[config.mk]
export PLATFORM = sky130hd
export DESIGN_NAME = fir_tdm_mc
export DESIGN_NICKNAME = d
export VERILOG_FILES = /design/src/rtl/fir_tdm_mc.sv
export SDC_FILE = /design/constraint.sdc
export NUM_CORES = 1
export LEC_CHECK = 0
export BUFFER_PORTS_ARGS = -buffer_cell sky130_fd_sc_hd__buf_2
export CAP_MARGIN = 5
export CORE_MARGIN = 5
export CORE_UTILIZATION = 60
export DETAILED_ROUTE_END_ITERATION = 6
export GPL_TIMING_DRIVEN = 0
export PLACE_DENSITY = 0.75
export REMOVE_ABC_BUFFERS = 1
export SYNTH_ARGS = -nofsm -noshare
export SYNTH_HDL_FRONTEND = slang
export SYNTH_SLANG_ARGS = --single-unit
[constraint.sdc]
create_clock -name clk -period 10.4 [get_ports clk]
set_input_delay 0.52 -clock clk [delete_from_list [all_inputs] [get_ports clk]]
set_output_delay 0.52 -clock clk [all_outputs]
set_load 0.02 [all_outputs]
[src/rtl/fir_tdm_mc.sv]
// fir_tdm_mc: multi-channel time-multiplexed FIR sharing one MAC across N_CH round-robin channels.
// Define FIR_SATURATE_EN to clamp out-of-range outputs; otherwise the integer MSBs wrap.
module fir_tdm_mc #(
  parameter int N_TAPS      = 15,
  parameter int N_CH        = 2,
  parameter int COE_INTE_WL = 4,
  parameter int COE_FRAC_WL = 8,
  parameter int IN_INTE_WL  = 4,
  parameter int IN_FRAC_WL  = 8,
  parameter int OUT_INTE_WL = 4,
  parameter int OUT_FRAC_WL = 8,
  parameter int PRODUCT_FRAC_WL_ARRAY [0:N_TAPS-1] = '{default: 12}
) (
  input  logic                                            clk,
  input  logic                                            rst,
  input  logic signed [IN_INTE_WL+IN_FRAC_WL-1:0]         data_in,
  input  logic                                            in_valid,
  output logic                                            in_ready,
  output logic        [OUT_INTE_WL+OUT_FRAC_WL-1:0]       data_out,
  output logic        [(N_CH > 1 ? $clog2(N_CH) : 1)-1:0] out_ch,
  output logic                                            out_valid,
  input  logic                                            coe_we,
  input  logic [(N_TAPS > 1 ? $clog2(N_TAPS) : 1)-1:0]    coe_addr,
  input  logic signed [COE_INTE_WL+COE_FRAC_WL-1:0]       coe_data
);
  localparam int IN_W  = IN_INTE_WL + IN_FRAC_WL;
  localparam int COE_W = COE_INTE_WL + COE_FRAC_WL;
  localparam int OUT_W = OUT_INTE_WL + OUT_FRAC_WL;
  localparam int FF    = COE_FRAC_WL + IN_FRAC_WL;
  localparam int P_W   = IN_W + COE_W;
  localparam int ACC_W = COE_INTE_WL + IN_INTE_WL + $clog2(N_TAPS) + FF;
  localparam int SH    = FF - OUT_FRAC_WL;
  localparam int CH_W  = N_CH > 1 ? $clog2(N_CH) : 1;
  localparam int K_W   = N_TAPS > 1 ? $clog2(N_TAPS) : 1;
  localparam logic signed [ACC_W:0] RND   = (ACC_W+1)'((2**SH) / 2);
  localparam logic signed [ACC_W:0] O_MAX = (ACC_W+1)'(2**(OUT_W-1) - 1);
  localparam logic signed [ACC_W:0] O_MIN = -(ACC_W+1)'(2**(OUT_W-1));
  typedef enum logic [1:0] {S_IDLE, S_MAC, S_OUT} state_t;
  state_t                  r_state;
  logic signed [IN_W-1:0]  r_dline [N_CH][N_TAPS];
  logic signed [COE_W-1:0] r_coef [N_TAPS];
  logic [CH_W-1:0]         r_ch;
  logic [K_W-1:0]          r_k;
  logic signed [ACC_W-1:0] r_acc;
  logic                    r_out_valid;
  logic [OUT_W-1:0]        r_data_out;
  logic [CH_W-1:0]         r_out_ch;
  logic signed [P_W-1:0]   w_prod;
  logic signed [ACC_W-1:0] w_term;
  logic signed [ACC_W-1:0] w_acc_next;
  logic signed [ACC_W:0]   w_rnd;
  logic [OUT_W-1:0]        w_res;
  logic                    w_coe_wr;
  assign in_ready  = r_state == S_IDLE;
  assign out_valid = r_out_valid;
  assign data_out  = r_data_out;
  assign out_ch    = r_out_ch;
  assign w_coe_wr  = in_ready && coe_we && int'(coe_addr) < N_TAPS;
  assign w_prod    = r_coef[r_k] * r_dline[r_ch][r_k];
  // floor the product by clearing the fractional LSBs this tap does not keep
  assign w_term     = ACC_W'(w_prod) & ({ACC_W{1'b1}} << (FF - PRODUCT_FRAC_WL_ARRAY[r_k]));
  assign w_acc_next = r_acc + w_term;
  assign w_rnd      = ((ACC_W+1)'(w_acc_next) + RND) >>> SH;
`ifdef FIR_SATURATE_EN
  assign w_res = w_rnd > O_MAX ? OUT_W'(O_MAX) : w_rnd < O_MIN ? OUT_W'(O_MIN) : w_rnd[OUT_W-1:0];
`else
  assign w_res = w_rnd[OUT_W-1:0];
`endif
  always_ff @(posedge clk) begin
    if (rst) begin
      r_state     <= S_IDLE;
      r_ch        <= '0;
      r_k         <= '0;
      r_acc       <= '0;
      r_out_valid <= 1'b0;
      r_data_out  <= '0;
      r_out_ch    <= '0;
      for (int c = 0; c < N_CH; c++)
        for (int t = 0; t < N_TAPS; t++) r_dline[c][t] <= '0;
      for (int t = 0; t < N_TAPS; t++) r_coef[t] <= '0;
    end else begin
      if (w_coe_wr) r_coef[coe_addr] <= coe_data;
      r_out_valid <= 1'b0;
      case (r_state)
        S_IDLE: if (in_valid) begin
          r_dline[r_ch][0] <= data_in;
          for (int t = 1; t < N_TAPS; t++) r_dline[r_ch][t] <= r_dline[r_ch][t-1];
          r_acc   <= '0;
          r_k     <= '0;
          r_state <= S_MAC;
        end
        S_MAC: begin
          r_acc <= w_acc_next;
          r_k   <= r_k + 1'b1;
          // the last product is folded in combinationally so the result is ready on entry to OUT
          if (r_k == K_W'(N_TAPS - 1)) begin
            r_state     <= S_OUT;
            r_out_valid <= 1'b1;
            r_data_out  <= w_res;
            r_out_ch    <= r_ch;
          end
        end
        default: begin
          r_ch    <= r_ch == CH_W'(N_CH - 1) ? '0 : r_ch + 1'b1;
          r_state <= S_IDLE;
        end
      endcase
    end
  end
endmodule

-- Word-level counts from Yosys, hierarchy flattened
Memories as Yosys holds them, arrays and structs flattened. A register that Yosys moved wholly into a read port is not among the register bits.
Cells that the tools add are included.
- register bits after elaboration: 49
- RAM bits: 540
- memory bits (read-only): 512
- bits of input ports: 32
- output and inout port bits: 15
- word-level logic and storage cells: 70
- memories: 3
- add/sub/neg operators: 5
- multiply operators: 1
- order comparisons: 2
- eq/ne operators: 4
- shift-type cells: 1
- multiplexer cells: 33
- bitwise gates (word level): 3
- reduce and logical (&&, ||, !) cells: 11
- memory list (name ; depth ; width ; read ports ; clocked after memory_dff ; write ports ; line ; source):
    (name not given) ; 16 ; 32 ; 1 ; 0 ; 0 ; 61 ; assign w_term = ACC_W'(w_prod) & ({ACC_W{1'b1}} << (FF - PRODUCT_FRAC_WL_ARRAY[r_k]));
    r_dline ; 2 ; 180 ; 1 ; 1 ; 2 ; 40 ; logic signed [IN_W-1:0] r_dline [N_CH][N_TAPS];
    r_coef ; 15 ; 12 ; 1 ; 1 ; 15 ; 41 ; logic signed [COE_W-1:0] r_coef [N_TAPS];
- operators with widths (kind ; count):
    180-bit two-way mux ; 1
    180-bit OR reduction ; 1
    32-bit two-way mux ; 2
    28-bit one-hot mux with 2 select lines ; 1
    12-bit binary-select mux with 4-bit select ; 1
    12-bit two-way mux ; 3
    28-bit by 32-bit left shift with 28-bit output (first input constant) ; 1
    6-bit by 32-bit subtractor with 32-bit output (first input constant) ; 1
    28-bit adder ; 1
    28-bit bitwise AND ; 1
    28-bit two-way mux ; 1
    12-bit by 12-bit multiplier with 24-bit output ; 1
    20-bit by 9-bit adder with 20-bit output (second input constant) ; 1
    1-bit two-way mux ; 16
    4-bit two-way mux ; 4
    12-bit OR reduction ; 1
    4-bit one-hot mux with 2 select lines ; 1
    2-bit AND reduction ; 3
    5-bit greater-or-equal comparator (second input constant) ; 1
    4-bit inverter with 5-bit output ; 1
    4-bit by 1-bit adder with 4-bit output (second input constant) ; 1
    4-bit == test (second input constant) ; 1
    4-bit < comparator (second input constant) ; 1
    2-bit two-way mux ; 2
    9 further kinds ; 12

-- Depth between registers and ports, before layout
Gate-level depths: netlist of run 1.
- depth in word-level cells: 9
- mapped depth: 48
- gate-level depth less buffers: 39

-- Worst setup path after synthesis of run 1
OpenSTA, ideal clock, no wires.
- path type: register to register
- from: register with a tool-made name
- to: register r_data_out[11] (netlist: data_out[11])
- library setup time: 86 ps
- data arrival time: 9290 ps
- data required time: 10314 ps
- path slack: 1024 ps
- stages on the path, launching flop included: 40
- path buffers: 7
- period minus slack after synthesis: 9376 ps
- cells stage by stage: dfxtp_1 buf_6 buf_12 buf_12 buf_4 buf_4 buf_2 buf_2 mux4_2 mux4_2 nand2_1 nand2_1 and2_1 fa_1 ha_1 fa_1 inv_1 fa_1 [4 not listed] o21bai_1 a21oi_1 o21bai_1 a21oi_1 nor2_1 o21a_1 o21ai_0 xnor2_1 ha_1 o21ai_0 nand2b_1 and4_1 a311oi_1 o211ai_1 or3_1 xnor2_1 o221ai_1 a211oi_1
- RTL lines (item ; line ; source):
    to (signal assigned) ; 99 ; r_data_out <= w_res;
    to (decl) ; 46 ; logic [OUT_W-1:0] r_data_out;

-- Worst setup path after layout of run 1
- from: register r_k[2]
- to: register r_data_out[11] (netlist: data_out[11])
- word-level cells in the longest chain between the ends: 9
- elaborated cells on any way between the ends: 15
- those cells by class: add/sub: 3; mul: 1; eq/ne: 1; shift: 1; mux: 5; bitwise: 2; reduce/logical: 1; memory: 1
- ends and longest elaborated chain (item ; line ; source):
    from (decl) ; 43 ; logic [K_W-1:0] r_k;
    from (signal assigned) ; 94 ; r_k <= r_k + 1'b1;
    4-bit inverter with 5-bit output (implied by the code) ; 59, 61 ;
    memory read 16 x 32 bit ; - ;
    32-bit two-way mux (implied by the code) (2 in a row) ; 61 ;
    6-bit by 32-bit subtractor with 32-bit output ; 61 ;
    28-bit by 32-bit left shift with 28-bit output ; 61 ;
    28-bit bitwise AND ; 61 ;
    28-bit adder ; 62 ; assign w_acc_next = r_acc + w_term;
    20-bit by 9-bit adder with 20-bit output ; 63 ; assign w_rnd = ((ACC_W+1)'(w_acc_next) + RND) >>> SH;
Parallel ways exist; a longest one is shown, timed or not. The select of a mux whose other input is x is not followed.
A chain may end at the register's enable or synchronous reset.

==> summary.md, run 1 <==
| Metric | Value |
|---|---|
| Area after DPL | `between 30000 and 40000 sq um` |
| Fin area | `35300 sq um` |
| Dpl cells | `3189` |
| DRC | `0` |
| P_sw | `around 3.3 mW` |
| Setup WS post-layout | `between 0.7 and 0.8 ns` |
| H-tree depth | `2` |
| Most numerous cell in the Yosys netlist | `edfxtp_1` |
| Comb pwr share | `0.448` |
| Dominant synthesized flop cell | `edfxtp_1` |
| Finish-stage setup viols | `0` |
| Synthesis warning total | `0` |
| Worst Max-Slew Pin Slew | `between 1 and 1.5 ns` |
| Multi-input gate area in the final layout | `13600 sq um` |
| Drt first pass iters | `6` |
| Asr flop ratio synth | `0` |
| Clock sinks | `594` |
| I/O Buffers | `between 40 and 50` |
| Ports | `47` |
| Cells after Synth | `roughly 2600` |
| Rel. slew slack | `0.133` |
| Flops & latches, synth | `594` |
| Cts bufs inserted | `59` |
| Most frequent cells after synthesis | `552 x edfxtp_1, 455 x nor2_1, 220 x and2_1` |
| Hold Vio Cnt, Final | `0` |
| Worst-path maximum fanout | `27` |
| Post-synth cell types | `82` |
| DR iter-0 viols | `2075` |
| CP endpoint kind | `flop` |
| Pin count of the biggest net entering global routing | `69` |
| Reg clk slew, reported paths | `~0.060 ns` |
| Fin crit share | `0.931` |
| Final ANT Viol Nets | `0` |
| Layout cell share with drive strength beyond 1 | `0.127` |
| PwrDens | `250 nW/um^2` |
| Critical path arrival | `10.22 ns` |
| Mean Syn Cell Area | `12.6 sq um` |
| Initial Util | `0.602` |
| Longest Clk Path Bufs | `3` |
| Crit Path Class | `flop to flop` |
| Grt ovf | `0` |
| R2R setup slack | `about 0.7 ns` |
| Vias in the first global route | `20500` |
| Sequential power share | `0.318` |
| Post-Layout Cell Count | `3310` |
| Vias per inst | `6.05` |
| Initial antenna violation count | `3` |
| Critical path startpoint category | `flop` |
| Core area | `roughly 54000 sq um` |
| Die area | `58500 sq um` |
| Post-DP HPWL | `45.8 mm` |
| Critical-path top delay cell | `dfxtp_2` |
| Number of synthesized flops with an enable pin | `552` |
| Wirelength, routed | `71.7 mm` |
| Root Buffer | `clkbuf_16` |
| Max-slew violations | `0` |
| Max Fclk | `103 MHz` |
| Worst EP required | `10.94 ns` |
| Min cycle time layout | `9.69 ns` |
| Worst vdd ir | `about 0.37 mV` |
| CP peak stage delay | `about 0.97 ns` |
| Max_cap viols | `0` |
| Routability cong. | `0.920` |
| Layout area overhead | `9.34%` |
| Worst slack, placed | `-0.616 ns` |
| Die height | `242 um` |
| Sw Share | `0.377` |
| Layout fillers | `around 3900` |
| Final core utilization | `0.659` |
| FP Rows | `85` |
| Internal power | `5.51 mW` |
| Nets@finish | `2772` |
| Dominant cells by area after synthesis | `edfxtp_1 51%, mux4_2 7.4%, fa_1 7.1%` |
| Clk_skew | `0.0299 ns` |
| CTS tree | `done` |
| P_leak | `13.1 nW` |
| Die Width | `242 um` |
| Via count | `about 20000` |
| GR Util All Layers | `0.243` |
| Setup TNS | `0 ns` |
| Mapped Area | `32300 sq um` |
| # hold bufs at CTS | `0` |
| Yosys top cell area share | `0.513` |
| Hold Path Class | `input pin to flop` |
| Run status | `finished, final reports clean` |
| Register area share after synthesis | `0.539` |
| Worst-Skew Late Latency | `0.64 ns` |
| FF/Latch Area | `17400 sq um` |
| Yosys top cell by area | `edfxtp_1` |
| First-pass GRT wire length | `113 mm` |
| RSZ-0062 raised after global routing | `no` |
| Clock power frac | `0.234` |
| Drt wl/cell | `approximately 22 um` |
## registers in the layout (all words and copies together), names as in the netlist, named ones only
register	cells
r_state	2
r_k	4
r_dline	360
r_coef	192
out_ch	1
data_out	12
out_valid	1
r_ch	1
r_acc	16
## layout make-up
cell class,count,area share
sequential,594,0.494
multi-input combinational,1660,0.386
clock buffer,77,0.0440
tap,696,0.0247
timing repair buffer,79,0.0236
inverter,170,0.0185
clock inverter,33,0.00883
antenna,1,0.0000709
## logic make-up after synthesis
logic type,synth area share
other,0.000116
adder cells (fa/ha/maj),0.0947
flip-flops,0.539
AND/OR/NAND/NOR,0.138
XOR/XNOR,0.0126
AO/OA/AOI/OAI,0.0388
buffers and inverters,0.0416
multiplexers,0.135
## critical path, delay by kind of cell (launching register included)
family | cells | cell delay, ns
buf+inv | 3 | 0.45
compound gates | 15 | 3.64
flops | 1 | 0.97
fa+ha+maj | 7 | 3.05
xor+xnor | 2 | 0.39
simple gates | 5 | 1.07
## worst paths after layout
check,end,depth (start not counted),from
worst max-delay path,data_out[11],32,r_k[2]
worst min-delay path,r_dline[0][170],2,data_in[2]
worst min register to register,data_out[3],2,data_out[3]
worst max register to register,data_out[11],32,r_k[2]
## metal layers
metal  global-route usage  part of all wire
met1                0.337              0.40
met2                0.396              0.49
met3               0.0384             0.069
met4               0.0910             0.038
met5                    0           0.00021
## cells in the final DEF, fill, tap and decap left out, drive strengths merged, types with 20 or more instances in the layout
| master | netlist | layout |
|---|---|---|
| buf | 46 | 77 |
| and2 | 220 | 220 |
| o21ai | 34 | 34 |
| xnor2 | 31 | 31 |
| inv | 167 | 169 |
| ha | 62 | 62 |
| clkinv | 3 | 28 |
| clkbuf | 103 | 79 |
| nor2 | 456 | 456 |
| mux2i | 177 | 177 |
| or2 | 20 | 20 |
| and3 | 22 | 22 |
| edfxtp | 552 | 552 |
| fa | 114 | 114 |
| mux4 | 107 | 107 |
| dfxtp | 42 | 42 |
| a21oi | 40 | 40 |
| nand2 | 134 | 134 |
## power by group through the flow
stage | combinational, mW | clock [mW] | sequential (mW)
2_1_floorplan | 3.08 | 0 | 2.86
3_5_place_dp | 3.89 | 0 | 2.86
4_1_cts | 3.92 | 2.10 | 2.81
3_3_place_gp | 3.75 | 0 | 2.88
6_report | 3.96 | 2.07 | 2.81
5_1_grt | 4.45 | 2.19 | 2.82
## what timing repair did
| item | 4_1_cts | 5_1_grt |
|---|---|---|
| buffers inserted | 0 | 8 |
| cloned | 0 | 1 |
| endpoints found under the setup margin | 3 | 3 |
| gates resized for setup | 6 | 11 |
## metrics by stage
step | hold WS [ns] | total power [mW]
finish | 0.171 | 8.84
global route | 0.174 | 9.46
detailed placement | 0.447 | 6.75
floorplan | 0.460 | 5.93
global placement | 0.438 | 6.63
CTS | 0.141 | 8.83
Note: power is estimated with default switching activity, not from simulation.
==> inputs of run 2 (changes only) <==
--- a/config.mk
+++ b/config.mk
@@ -9,6 +9,7 @@
 export CAP_MARGIN = 5
 export CORE_MARGIN = 5
 export CORE_UTILIZATION = 60
+export CTS_BUF_LIST = sky130_fd_sc_hd__clkbuf_2
 export DETAILED_ROUTE_END_ITERATION = 6
 export GPL_TIMING_DRIVEN = 0
 export PLACE_DENSITY = 0.75
==> summary.md, run 2 (synthesis gave the netlist of run 1 again) <==
| Metric | Value |
|---|---|
| Nets@finish | `2906 (was 2772)` |
| DRC | `0 (unchanged)` |
| Worst-path maximum fanout | `27 (unchanged)` |
| Min cycle time layout | `9.75 ns (was 9.69 ns)` |
| Setup WS post-layout | `0.648 ns (was 0.713 ns)` |
| Core area | `53600 sq um (unchanged)` |
| Root Buffer | `clkbuf_2 (was clkbuf_16)` |
| Layout cell share with drive strength beyond 1 | `0.173 (was 0.127)` |
| RSZ-0062 raised after global routing | `no (unchanged)` |
| Clock sinks | `594 (unchanged)` |
| Dpl cells | `3189 (unchanged)` |
| Fin crit share | `0.938 (was 0.931)` |
| Clk_skew | `0.0830 ns (was 0.0299 ns)` |
| Run status | `finished, final reports clean (unchanged)` |
| Wirelength, routed | `72.9 mm (was 71.7 mm)` |
| R2R depth | `29 (was 32)` |
| Die Width | `242 um (unchanged)` |
| Final ANT Viol Nets | `0 (unchanged)` |
| Die area | `58500 sq um (unchanged)` |
| Max Fclk | `103 MHz (about the same)` |
| PwrDens | `237 nW/um^2 (was 250 nW/um^2)` |
| Rel. slew slack | `0.125 (was 0.133)` |
| FP Rows | `85 (unchanged)` |
| H-tree depth | `4 (was 2)` |
| CTS tree | `done (unchanged)` |
| Reg clk slew, reported paths | `0.11 ns (was 0.06 ns)` |
| Via count | `20700 (was 20000)` |
| CP peak stage delay | `0.99 ns (was 0.97 ns)` |
| Max_cap viols | `0 (unchanged)` |
| Depth of the worst hold-timing path | `3 (was 2)` |
| Grt ovf | `0 (unchanged)` |
| Ports | `47 (unchanged)` |
| Setup TNS | `0 ns (unchanged)` |
| Initial Util | `0.602 (unchanged)` |
| Max-slew violations | `0 (unchanged)` |
| First-pass GRT wire length | `116 mm (was 113 mm)` |
| Cts bufs inserted | `151 (was 59)` |
| Hold Path Class | `input pin to flop (unchanged)` |
| Longest Clk Path Bufs | `3 (unchanged)` |
| Critical path arrival | `10.95 ns (was 10.22 ns)` |
| Crit Path Class | `flop to flop (unchanged)` |
| Finish-stage setup viols | `0 (unchanged)` |
| Initial antenna violation count | `4 (was 3)` |
| Largest register FFs | `360 (unchanged)` |
| GR Util All Layers | `0.250 (was 0.243)` |
| Routability cong. | `0.920 (unchanged)` |
| Most frequent cells in the layout | `552 x edfxtp_1, 454 x nor2_1, 220 x and2_1, 220 x clkbuf_2, 177 x mux2i_1 (was 552 x edfxtp_1, 454 x nor2_1, 220 x and2_1)` |
| WHS | `0.127 ns (was 0.171 ns)` |
| Worst-Skew Late Latency | `1.34 ns (was 0.64 ns)` |
| I/O Buffers | `46 (unchanged)` |
| DR iter-0 viols | `1881 (was 2075)` |
| Number of cells on the critical path | `29 (was 32)` |
| Worst vdd ir | `0.350 mV (was 0.367 mV)` |
| Worst EP required | `11.60 ns (was 10.94 ns)` |
| CP endpoint kind | `flop (unchanged)` |
| Post-DP HPWL | `45.8 mm (unchanged)` |
| Worst Max-Slew Pin Slew | `1.31 ns (was 1.30 ns)` |
| Crit-path most repeated cell | `fa_1` |
| P_leak | `13.4 nW (was 13.1 nW)` |
| Worst slack, placed | `-0.616 ns (unchanged)` |
| Layout area overhead | `9.10% (was 9.34%)` |
| Drt first pass iters | `5 (was 6)` |
| Hold Vio Cnt, Final | `0 (unchanged)` |
| Largest Register | `r_dline (unchanged)` |
| Vias in the first global route | `21400 (was 20500)` |
| Layout fillers | `3974 (was 3856)` |
| Critical path startpoint category | `flop (unchanged)` |
| Most common cell after layout, fill and taps aside | `edfxtp_1 (unchanged)` |
| Delay-heaviest family, CP | `adder cells (was compound AO/OA/AOI/OAI gates)` |
| R2R setup slack | `0.65 ns (was 0.71 ns)` |
| Worst Path Buf+Inv | `5 (was 3)` |
| Die height | `242 um (unchanged)` |
| Critical-path top delay cell | `dfxtp_2 (unchanged)` |
| Post-Layout Cell Count | `3505 (was 3310)` |
| Drt wl/cell | `20.8 um (was 21.7 um)` |
| Pin count of the biggest net entering global routing | `69 (unchanged)` |
| Vias per inst | `5.91 (was 6.05)` |
| Largest regs | `r_dline: 360 flops, r_coef: 192 flops, r_acc: 16 flops (unchanged)` |
==> run 2: worst reg2reg max path: cells and delay by family, from the launching register on <==
family | cells | cell delay (ns)
flip-flops | 1 | 0.99
XOR/XNOR | 2 | 0.33
AND/OR/NAND/NOR | 7 | 1.95
adder cells (fa/ha/maj) | 7 | 3.29
multiplexers | 2 | 0.72
buffers and inverters | 5 | 0.69
AO/OA/AOI/OAI | 6 | 1.71
==> run 2: power breakdown <==
group	internal, mW	leakage, nW	switching, mW	total, mW
Combinational	1.61	6.34	2.36	3.98
Sequential	2.75	6.07	0.0575	2.80
Clock	0.620	1.02	0.954	1.57
==> run 2: layout make-up <==
cell class	instances	area [sq um]	share of cell area
Multi-Input combinational cell	1660	13600	0.387
Antenna cell	6	15.0	0.000426
Clock buffer	220	1100	0.0313
Timing Repair Buffer	121	1260	0.0359
Clock inverter	38	243	0.00689
Tap cell	696	871	0.0247
Sequential cell	594	17400	0.495
Inverter	170	648	0.0184
==> run 2: metrics by stage <==
stage,util,total power [mW],instance area [sq um]
finish,0.657,8.35,35200
global route,0.657,9.02,35200
CTS,0.655,8.35,35100
detailed placement,0.621,6.75,33300
global placement,0.611,6.63,32700
floorplan,-,5.93,31600
==> run 2: layer usage <==
layer / share of wire / global-route usage / vias up
met2: 0.49 / 0.405 / 788
met5: 0.00053 / 0 / -
met3: 0.076 / 0.0597 / 172
met4: 0.034 / 0.0963 / 2
li1: - / - / 9369
met1: 0.40 / 0.332 / 10400
==> run 2: path summary, 6_finish.rpt <==
check               from               to
max               r_k[2]     data_out[11]
max reg2reg       r_k[2]     data_out[11]
min reg2reg  data_out[0]      data_out[0]
min           data_in[0]  r_dline[1][168]
==> run 2: timing repair <==
action / in CTS / in global routing
endpoints found under the setup margin: 3 / 3
resized for setup: 6 / 9
hold endpoints to repair: 303 / 0
buffers inserted: 0 / 3
cloned: 0 / 1
hold buffers: 47 / 0
